### src/rtl/processor_pkg.sv
// rtl/processor_pkg.sv - shared processor types: opcode constants and memory arbiter state
package processor_pkg;

  localparam logic [5:0] OP_NOP   = 6'h00;
  localparam logic [5:0] OP_LOAD  = 6'h01;
  localparam logic [5:0] OP_STORE = 6'h02;
  localparam logic [5:0] OP_CALL  = 6'h03;
  localparam logic [5:0] OP_RET   = 6'h04;
  localparam logic [5:0] OP_JUMP  = 6'h05;

  typedef enum logic [1:0] {
    IDLE       = 2'd0,
    HOST_GRANT = 2'd1,
    HOST_ACK   = 2'd2
  } arb_state_t;

  function automatic int wait_cnt_width(input int max_wait);
    return (max_wait < 1) ? 1 : $clog2(max_wait + 1);
  endfunction

endpackage

### src/rtl/memory_arbiter_wait_counter.sv
// rtl/memory_arbiter_wait_counter.sv - saturating host wait counter with synchronous clear
module arb_wait_counter #(
  parameter int MAX_COUNT = 15,
  parameter int CNT_W     = 4
) (
  input  logic             clock,
  input  logic             reset,
  input  logic             i_clear,
  input  logic             i_inc,
  output logic [CNT_W-1:0] o_count
);

  logic [CNT_W-1:0] r_count;

  always_ff @(posedge clock) begin
    if (reset || i_clear) begin
      r_count <= '0;
    end else if (i_inc && (r_count != CNT_W'(MAX_COUNT))) begin
      r_count <= r_count + 1'b1;
    end
  end

  assign o_count = r_count;

endmodule

### src/rtl/memory_arbiter.sv
// rtl/memory_arbiter.sv - CPU/host single-port RAM arbiter, CPU priority
// MEMORY_ARBITER_ANTI_STARVATION_EN adds a wait counter that forces a host grant.
module memory_arbiter
  import processor_pkg::*;
#(
  parameter int ADDR_SIZE     = 18,
  parameter int WORD_SIZE     = 18,
  parameter int HOST_MAX_WAIT = 15
) (
  input  logic                 clock,
  input  logic                 reset,
  input  logic                 cpu_req,
  input  logic [ADDR_SIZE-1:0] cpu_addr,
  input  logic                 cpu_write_enable,
  input  logic [WORD_SIZE-1:0] cpu_data_in,
  output logic                 cpu_stall,
  output logic [WORD_SIZE-1:0] cpu_read_data,
  input  logic                 host_req,
  input  logic                 host_write,
  input  logic [ADDR_SIZE-1:0] host_addr,
  input  logic [WORD_SIZE-1:0] host_wdata,
  output logic                 host_ack,
  output logic [WORD_SIZE-1:0] host_rdata,
  output logic [ADDR_SIZE-1:0] mem_addr,
  output logic                 mem_write_enable,
  output logic [WORD_SIZE-1:0] mem_in,
  input  logic [WORD_SIZE-1:0] mem_out
);

  arb_state_t r_state;
  arb_state_t w_next_state;
  logic       w_host_wins;

`ifdef MEMORY_ARBITER_ANTI_STARVATION_EN
  localparam int CNT_W = wait_cnt_width(HOST_MAX_WAIT);

  logic [CNT_W-1:0] w_wait_cnt;
  logic             w_cnt_clear;
  logic             w_cnt_inc;

  assign w_host_wins = !cpu_req || (w_wait_cnt == CNT_W'(HOST_MAX_WAIT));
  assign w_cnt_inc   = (r_state == IDLE) && host_req && !w_host_wins;
  assign w_cnt_clear = !host_req || ((r_state == IDLE) && w_host_wins);

  arb_wait_counter #(
    .MAX_COUNT (HOST_MAX_WAIT),
    .CNT_W     (CNT_W)
  ) u_wait_counter (
    .clock   (clock),
    .reset   (reset),
    .i_clear (w_cnt_clear),
    .i_inc   (w_cnt_inc),
    .o_count (w_wait_cnt)
  );
`else
  localparam int unused_host_max_wait = HOST_MAX_WAIT;

  assign w_host_wins = !cpu_req;
`endif

  always_ff @(posedge clock) begin
    if (reset) begin
      r_state <= IDLE;
    end else begin
      r_state <= w_next_state;
    end
  end

  always_comb begin
    w_next_state = r_state;
    case (r_state)
      IDLE:       if (host_req && w_host_wins) w_next_state = HOST_GRANT;
      HOST_GRANT: w_next_state = HOST_ACK;
      HOST_ACK:   w_next_state = IDLE;
      default:    w_next_state = IDLE;
    endcase
  end

  // The grant cycle itself already drives the host address so read data lands in HOST_ACK.
  always_comb begin
    mem_addr         = cpu_addr;
    mem_in           = cpu_data_in;
    mem_write_enable = cpu_req && cpu_write_enable;
    cpu_stall        = 1'b0;
    host_ack         = 1'b0;
    host_rdata       = '0;
    case (r_state)
      IDLE: begin
        if (host_req && w_host_wins) begin
          mem_addr         = host_addr;
          mem_in           = host_wdata;
          mem_write_enable = host_write;
          cpu_stall        = cpu_req;
        end
      end
      HOST_GRANT: begin
        mem_addr         = host_addr;
        mem_in           = host_wdata;
        mem_write_enable = host_write;
        cpu_stall        = cpu_req;
      end
      HOST_ACK: begin
        host_ack   = 1'b1;
        host_rdata = mem_out;
      end
      default: ;
    endcase
  end

  assign cpu_read_data = mem_out;

endmodule

### config.mk
export PLATFORM = sky130hd
export DESIGN_NAME = memory_arbiter
export DESIGN_NICKNAME = d
export VERILOG_FILES = /design/src/rtl/processor_pkg.sv /design/src/rtl/memory_arbiter_wait_counter.sv /design/src/rtl/memory_arbiter.sv
export SDC_FILE = /design/constraint.sdc
export NUM_CORES = 1
export LEC_CHECK = 0
export BUFFER_PORTS_ARGS = -buffer_cell sky130_fd_sc_hd__buf_2
export CAP_MARGIN = 20
export CORE_AREA = 2 2 66 68
export DETAILED_ROUTE_END_ITERATION = 10
export DIE_AREA = 0 0 68 70
export PLACE_DENSITY = 0.73
export SYNTH_ARGS = -nofsm -noshare
export SYNTH_HDL_FRONTEND = slang
export SYNTH_SLANG_ARGS = --single-unit
### constraint.sdc
create_clock -name clock -period 1.4 [get_ports clock]
set_input_delay 0.14 -clock clock [delete_from_list [all_inputs] [get_ports clock]]
set_output_delay 0.14 -clock clock [all_outputs]
set_load 0.01 [all_outputs]
==> reports/qor.yml, run 1 <==
die:
  rows: 24
  die_y_um: 70
  initial_utilization_pct: 22.8
  die_width_um: 68
  core_um2: 4140
  pin_count: 171
  die_area_um2: 4760
pwr:
  p_leak_nw: 1.34
  finalPower_mw: 1.10
  p_per_area_nw_per_um2: 501
  peakVddDrop_uv: 611
status:
  outcome: "complete, but fails checks"
  violations: "setup timing"
cts:
  cts_tree: "built"
  worstSkewPairLatency_ns: 0.21
  numCtsBuffers: 3
  cts_hold_buf: 0
  clockBufferDepth: 2
  clk_pin_slew_worst_paths_ns: 0.03
  root_buffer: "clkbuf_8"
  htree_levels: 1
  clock_sinks: 2
cells_and_area:
  regArea_um2: 42.5
  area_growth_pct: 132
  finalCoreUtilization_pct: 53.0
  largest_reg_flops: 2
  top_regs: "r_state: 2 flops"
  drive_above_1_share_pct: 91.3
  final_nets: 352
  multiInputGateArea_um2: 738
  num-fill-cells: 368
  diodes: 0
  regMostFlops: "r_state"
drt:
  ant_nets: 0
  wl_um: 4330
  wl_per_cell_um: 14.2
  drc: 0
  initialDrtViolationCount: 18
  vias: 1256
  routed_via_density: 4.10
  dr.pass1.iters: 4
critical_path:
  worst-setup-path-type: "reg -> out"
  crit_path_end_kind: "primary output"
  worstPathArrival_ns: 1.46
  worst_setup_path_start_kind: "flop"
  required_ns: 1.26
  crit_fanout: 4
timing:
  fmax_mhz: 625
  drv_slew: 0
  setup_viol: 36
  fin_crit_sh_pct: 114
  fin_skew_ns: 0.000534
  period_minus_slack_ns: 1.60
  worstMarginPinSlew_ns: 0.243
  setup_ws_ns: -0.201
  relSlewSlack_pct: 83.6
  grt_setup_unrepaired: "yes"
  hold_violations: 0
global_route:
  antenna_found_initial: 1
  grtUsageTotal_pct: 14.4
  grt_max_degree: 20
  grt_pass1_wl_um: 5380
  grt_overflow: 0
  grt_pass1_vias: 1199
yosys:
  ys.warnings.count: 0
  syn_area_um2: 945
  ys_types: 17
  synth.avg_cell_area_um2: 10.5
  synthesis.nets: 186
  ys_seq_area_share_pct: 4.24
  synthCells: 90
  synth-seq-cells: 2
place:
  port_buffers: 170
  place.gp.congestion: 0.773
min_path:
  min_path_type: "in -> reg"
flow_run:
  maxCapViolCount: 0
[report_power, final]
group | switching, mW | total, mW | internal [mW]
sequential | 0.00152 | 0.0614 | 0.0599
combinational | 0.290 | 0.813 | 0.524
clock | 0.0445 | 0.226 | 0.182
[cells in the final DEF, fill, tap and decap left out, types with 2 or more instances in the layout]
master,count
and2_1,15
and2_4,3
buf_12,2
buf_16,2
buf_2,131
buf_4,4
buf_6,44
clkbuf_8,3
dfxtp_2,2
inv_1,2
mux2_4,36
nor2_1,2
[cell type report]
cell class / instances / share of cell area (%)
Multi-Input combinational cell: 63 / 33.6
Sequential cell: 2 / 1.94
Clock buffer: 3 / 1.88
Inverter: 2 / 0.342
Tap cell: 52 / 2.96
Timing Repair Buffer: 184 / 59.3
[stage by stage]
stage / hold slack [ns] / cells / area [µm²] / TNS (ns) / setup WS (ns)
floorplan: 0.212 / 90 / 945 / 0 / 0.176
global placement: 0.317 / 293 / 1700 / -0.581 / -0.0471
detailed placement: 0.316 / 293 / 1700 / -0.909 / -0.0580
CTS: 0.0907 / 303 / 2100 / -6.38 / -0.197
global route: 0.0898 / 306 / 2200 / -9.22 / -0.270
finish: 0.0956 / 306 / 2200 / -6.24 / -0.201
[Yosys cell counts]
cell | n | area, µm²
buf_4 | 18 | 135
nand3_1 | 1 | 5.00
inv_1 | 2 | 7.51
nor2_1 | 2 | 7.51
o21ai_0 | 1 | 5.00
mux2_4 | 29 | 435
mux2_2 | 7 | 78.8
nor4b_1 | 1 | 8.76
and2_1 | 18 | 113
nor2b_2 | 1 | 8.76
nor2b_1 | 1 | 6.26
buf_2 | 1 | 5.00
buf_6 | 1 | 11.3
nand2b_1 | 1 | 6.26
buf_12 | 3 | 60.1
o21bai_2 | 1 | 11.3
dfxtp_1 | 2 | 40.0
[worst paths after layout]
check / from / to / slack (ns) / cells past startpoint
worst min-delay path: reset / r_state[1]$_SDFFE_PP0P_ / 0.1 / 2
worst max register to register: r_state[0]$_SDFFE_PP0P_ / r_state[0]$_SDFFE_PP0P_ / 0.55 / 2
worst max-delay path: r_state[0]$_SDFFE_PP0P_ / mem_in[7] / -0.20 / 5
worst min register to register: r_state[1]$_SDFFE_PP0P_ / r_state[0]$_SDFFE_PP0P_ / 0.50 / 2
[timing repair]
item / in CTS / in global routing
pin swaps: 1 / 1
cloned: 3 / 4
gates resized for setup: 44 / 24
setup buffers: 4 / 0
endpoints found under the setup margin: 37 / 55
[routing by layer]
metal / wire [µm] / GRT usage, % / vias to the layer above
met3: 456 / 4.19 / 6
met4: 36 / 4.22 / 2
met1: 1540 / 14.3 / 570
li1: - / - / 615
met2: 2290 / 27.6 / 63
met5: 7 / 0 / -
[worst max-delay path, cell delays in order (launching register included)]
cell and delay (ns):
dfxtp_2 0.32, o21bai_4 0.21, buf_6 0.16, clkbuf_16 0.14, mux2_4 0.30, buf_6 0.12
[cell families (layout without fill, tap and decap cells)]
group / after synthesis / in the layout / synth area share (%)
flip-flops: 2 / 2 / 4.24
AO/OA/AOI/OAI: 2 / 2 / 1.72
AND/OR/NAND/NOR: 25 / 25 / 16.4
multiplexers: 36 / 36 / 54.4
buffers and inverters: 25 / 189 / 23.2
No activity file was read; power rests on OpenSTA's default activity.
==> run 2: changes to the inputs <==
- clock period: 1.4 -> 1.5 ns (I/O delays scaled with it)
==> reports/qor.yml, run 2 (same netlist as run 1, synthesis figures left out) <==
pwr:
  power.switching_fraction_pct: 31.2
  peakVddDrop_uv: 427
  p_per_area_nw_per_um2: 479
  clkPwrFrac_pct: 21.8
  p_switching_mw: 0.316
  seqPwrFrac_pct: 5.6
  p_leak_nw: 1.31
  power_frac_comb_pct: 72.7
  p_int_mw: 0.696
timing:
  drv_slew: 0
  period_minus_slack_ns: 1.60
  fin_crit_sh_pct: 107
  setup_viol: 36
  setup_ws_ns: -0.101
  relSlewSlack_pct: 84.5
  grt_setup_unrepaired: "yes"
  fmax_mhz: 625
  fin_skew_ns: 0.00276
  worstMarginPinSlew_ns: 0.229
  hold_violations: 0
global_route:
  grtUsageTotal_pct: 14.0
  grt_pass1_wl_um: 5150
  grt_max_degree: 20
  grt_pass1_vias: 1137
  antenna_found_initial: 1
  grt_overflow: 0
cts:
  worstSkewPairLatency_ns: 0.22
  clock_sinks: 2
  clk_pin_slew_worst_paths_ns: 0.03
  htree_levels: 1
  cts_hold_buf: 0
  clockBufferDepth: 2
  cts_tree: "built"
  numCtsBuffers: 3
  root_buffer: "clkbuf_8"
critical_path:
  crit_path_end_kind: "primary output"
  cp_cell_sequence: "o21bai_4, buf_4, buf_16, mux2_4, buf_2"
  crit_family: "buffers and inverters"
  timing.rr.start: "r_state[0]$_SDFFE_PP0P_"
  worstPathArrival_ns: 1.45
  worstReg2RegEnd: "r_state[0]$_SDFFE_PP0P_"
  cp_slowest_cell: "dfxtp_2"
  r2r_slack_ns: 0.66
  required_ns: 1.35
  crit_fanout: 9
  slowest_delay_ns: 0.31
  reg2reg_depth: 2
  worst_setup_path_start_kind: "flop"
  cp_num_buf_inv: 3
  worst-setup-path-type: "reg -> out"
die:
  rows: 24
  initial_utilization_pct: 22.8
  die_area_um2: 4760
  die_width_um: 68
  core_um2: 4140
  die_y_um: 70
  pin_count: 171
min_path:
  whs_endpoint: "r_state[1]$_SDFFE_PP0P_"
  min_path_type: "in -> reg"
  worstHoldStart: "reset"
  whs_path_depth: 2
place:
  dp.final_hpwl_um: 3070
  place.gp.congestion: 0.770
  dp_slack_ns: 0.0125
  port_buffers: 170
cells_and_area:
  regMostFlops: "r_state"
  drive_above_1_share_pct: 89.7
  final_common_cell: "buf_2"
  final_nets: 351
  diodes: 0
  final_cell_mix: "buf_2, mux2_4, buf_6"
  top_regs: "r_state: 2 flops"
  area_growth_pct: 124
  largest_reg_flops: 2
  finalCoreUtilization_pct: 51.0
drt:
  drc: 0
  initialDrtViolationCount: 17
  routed_via_density: 4.21
  dr.pass1.iters: 4
  ant_nets: 0
  wl_per_cell_um: 13.6
  vias: 1283
  wl_um: 4150
status:
  violations: "setup timing"
  outcome: "complete, but fails checks"
flow_run:
  maxCapViolCount: 0
[run 2: repair_timing]
action                                  CTS  global route
pin swaps                                 1             0
hold endpoints to repair                  0             0
buffers inserted                          4             3
cloned                                    3             1
gates resized for setup                  11            37
endpoints found under the setup margin   35            37
[run 2: cell type report]
| cell class | instances | area, µm² |
|---|---|---|
| fillers | 386 | 2030 |
| repair buffers | 183 | 1230 |
| multi-input cells | 63 | 723 |
| well taps | 52 | 65.1 |
| flip-flops and latches | 2 | 45.0 |
| clock buffers | 3 | 41.3 |
| inverters | 2 | 7.51 |
[run 2: how the worst max path moves through the flow]
stage                                  startpoint           end  slack (ns)  cells after the start
after detailed placement                 host_req   mem_addr[7]        0.01                      6
after global placement                   host_req   mem_addr[7]        0.03                      6
final                     r_state[1]$_SDFFE_PP0P_     mem_in[7]       -0.10                      5
after global routing      r_state[0]$_SDFFE_PP0P_     mem_in[7]       -0.15                      5
after floorplan           r_state[0]$_SDFFE_PP0P_  mem_addr[12]        0.27                      4
after CTS                 r_state[1]$_SDFFE_PP0P_     mem_in[7]       -0.11                      5
[run 2: layer usage]
layer	wire, µm	vias to the layer above	GRT usage (%)
met5	13	-	0
met1	1400	594	15.6
met2	2280	65	26.0
met3	430	4	2.74
met4	25	2	4.00
li1	-	618	-
[run 2: through the flow]
stage | hold slack [ns] | TNS [ns] | cell area (µm²) | power (mW) | instances
floorplan | 0.222 | 0 | 945 | 0.397 | 90
global placement | 0.327 | 0 | 1680 | 0.589 | 291
detailed placement | 0.326 | 0 | 1680 | 0.597 | 291
CTS | 0.0890 | -3.50 | 1870 | 0.906 | 301
global route | 0.0877 | -4.60 | 2110 | 1.07 | 305
finish | 0.0943 | -2.66 | 2110 | 1.01 | 305
[run 2: power groups by stage]
| stage | sequential, mW | combinational [mW] | clock (mW) |
|---|---|---|---|
| global placement | 0.0584 | 0.530 | 0 |
| finish | 0.0563 | 0.735 | 0.220 |
| floorplan | 0.0576 | 0.339 | 0 |
| detailed placement | 0.0585 | 0.539 | 0 |
| CTS | 0.0582 | 0.618 | 0.229 |
| global route | 0.0564 | 0.780 | 0.233 |
[run 2: worst reg2reg max path, stage by stage (launching register included)]
cell     delay [ns]
dfxtp_4        0.34
buf_4          0.13
nor4b_1        0.26
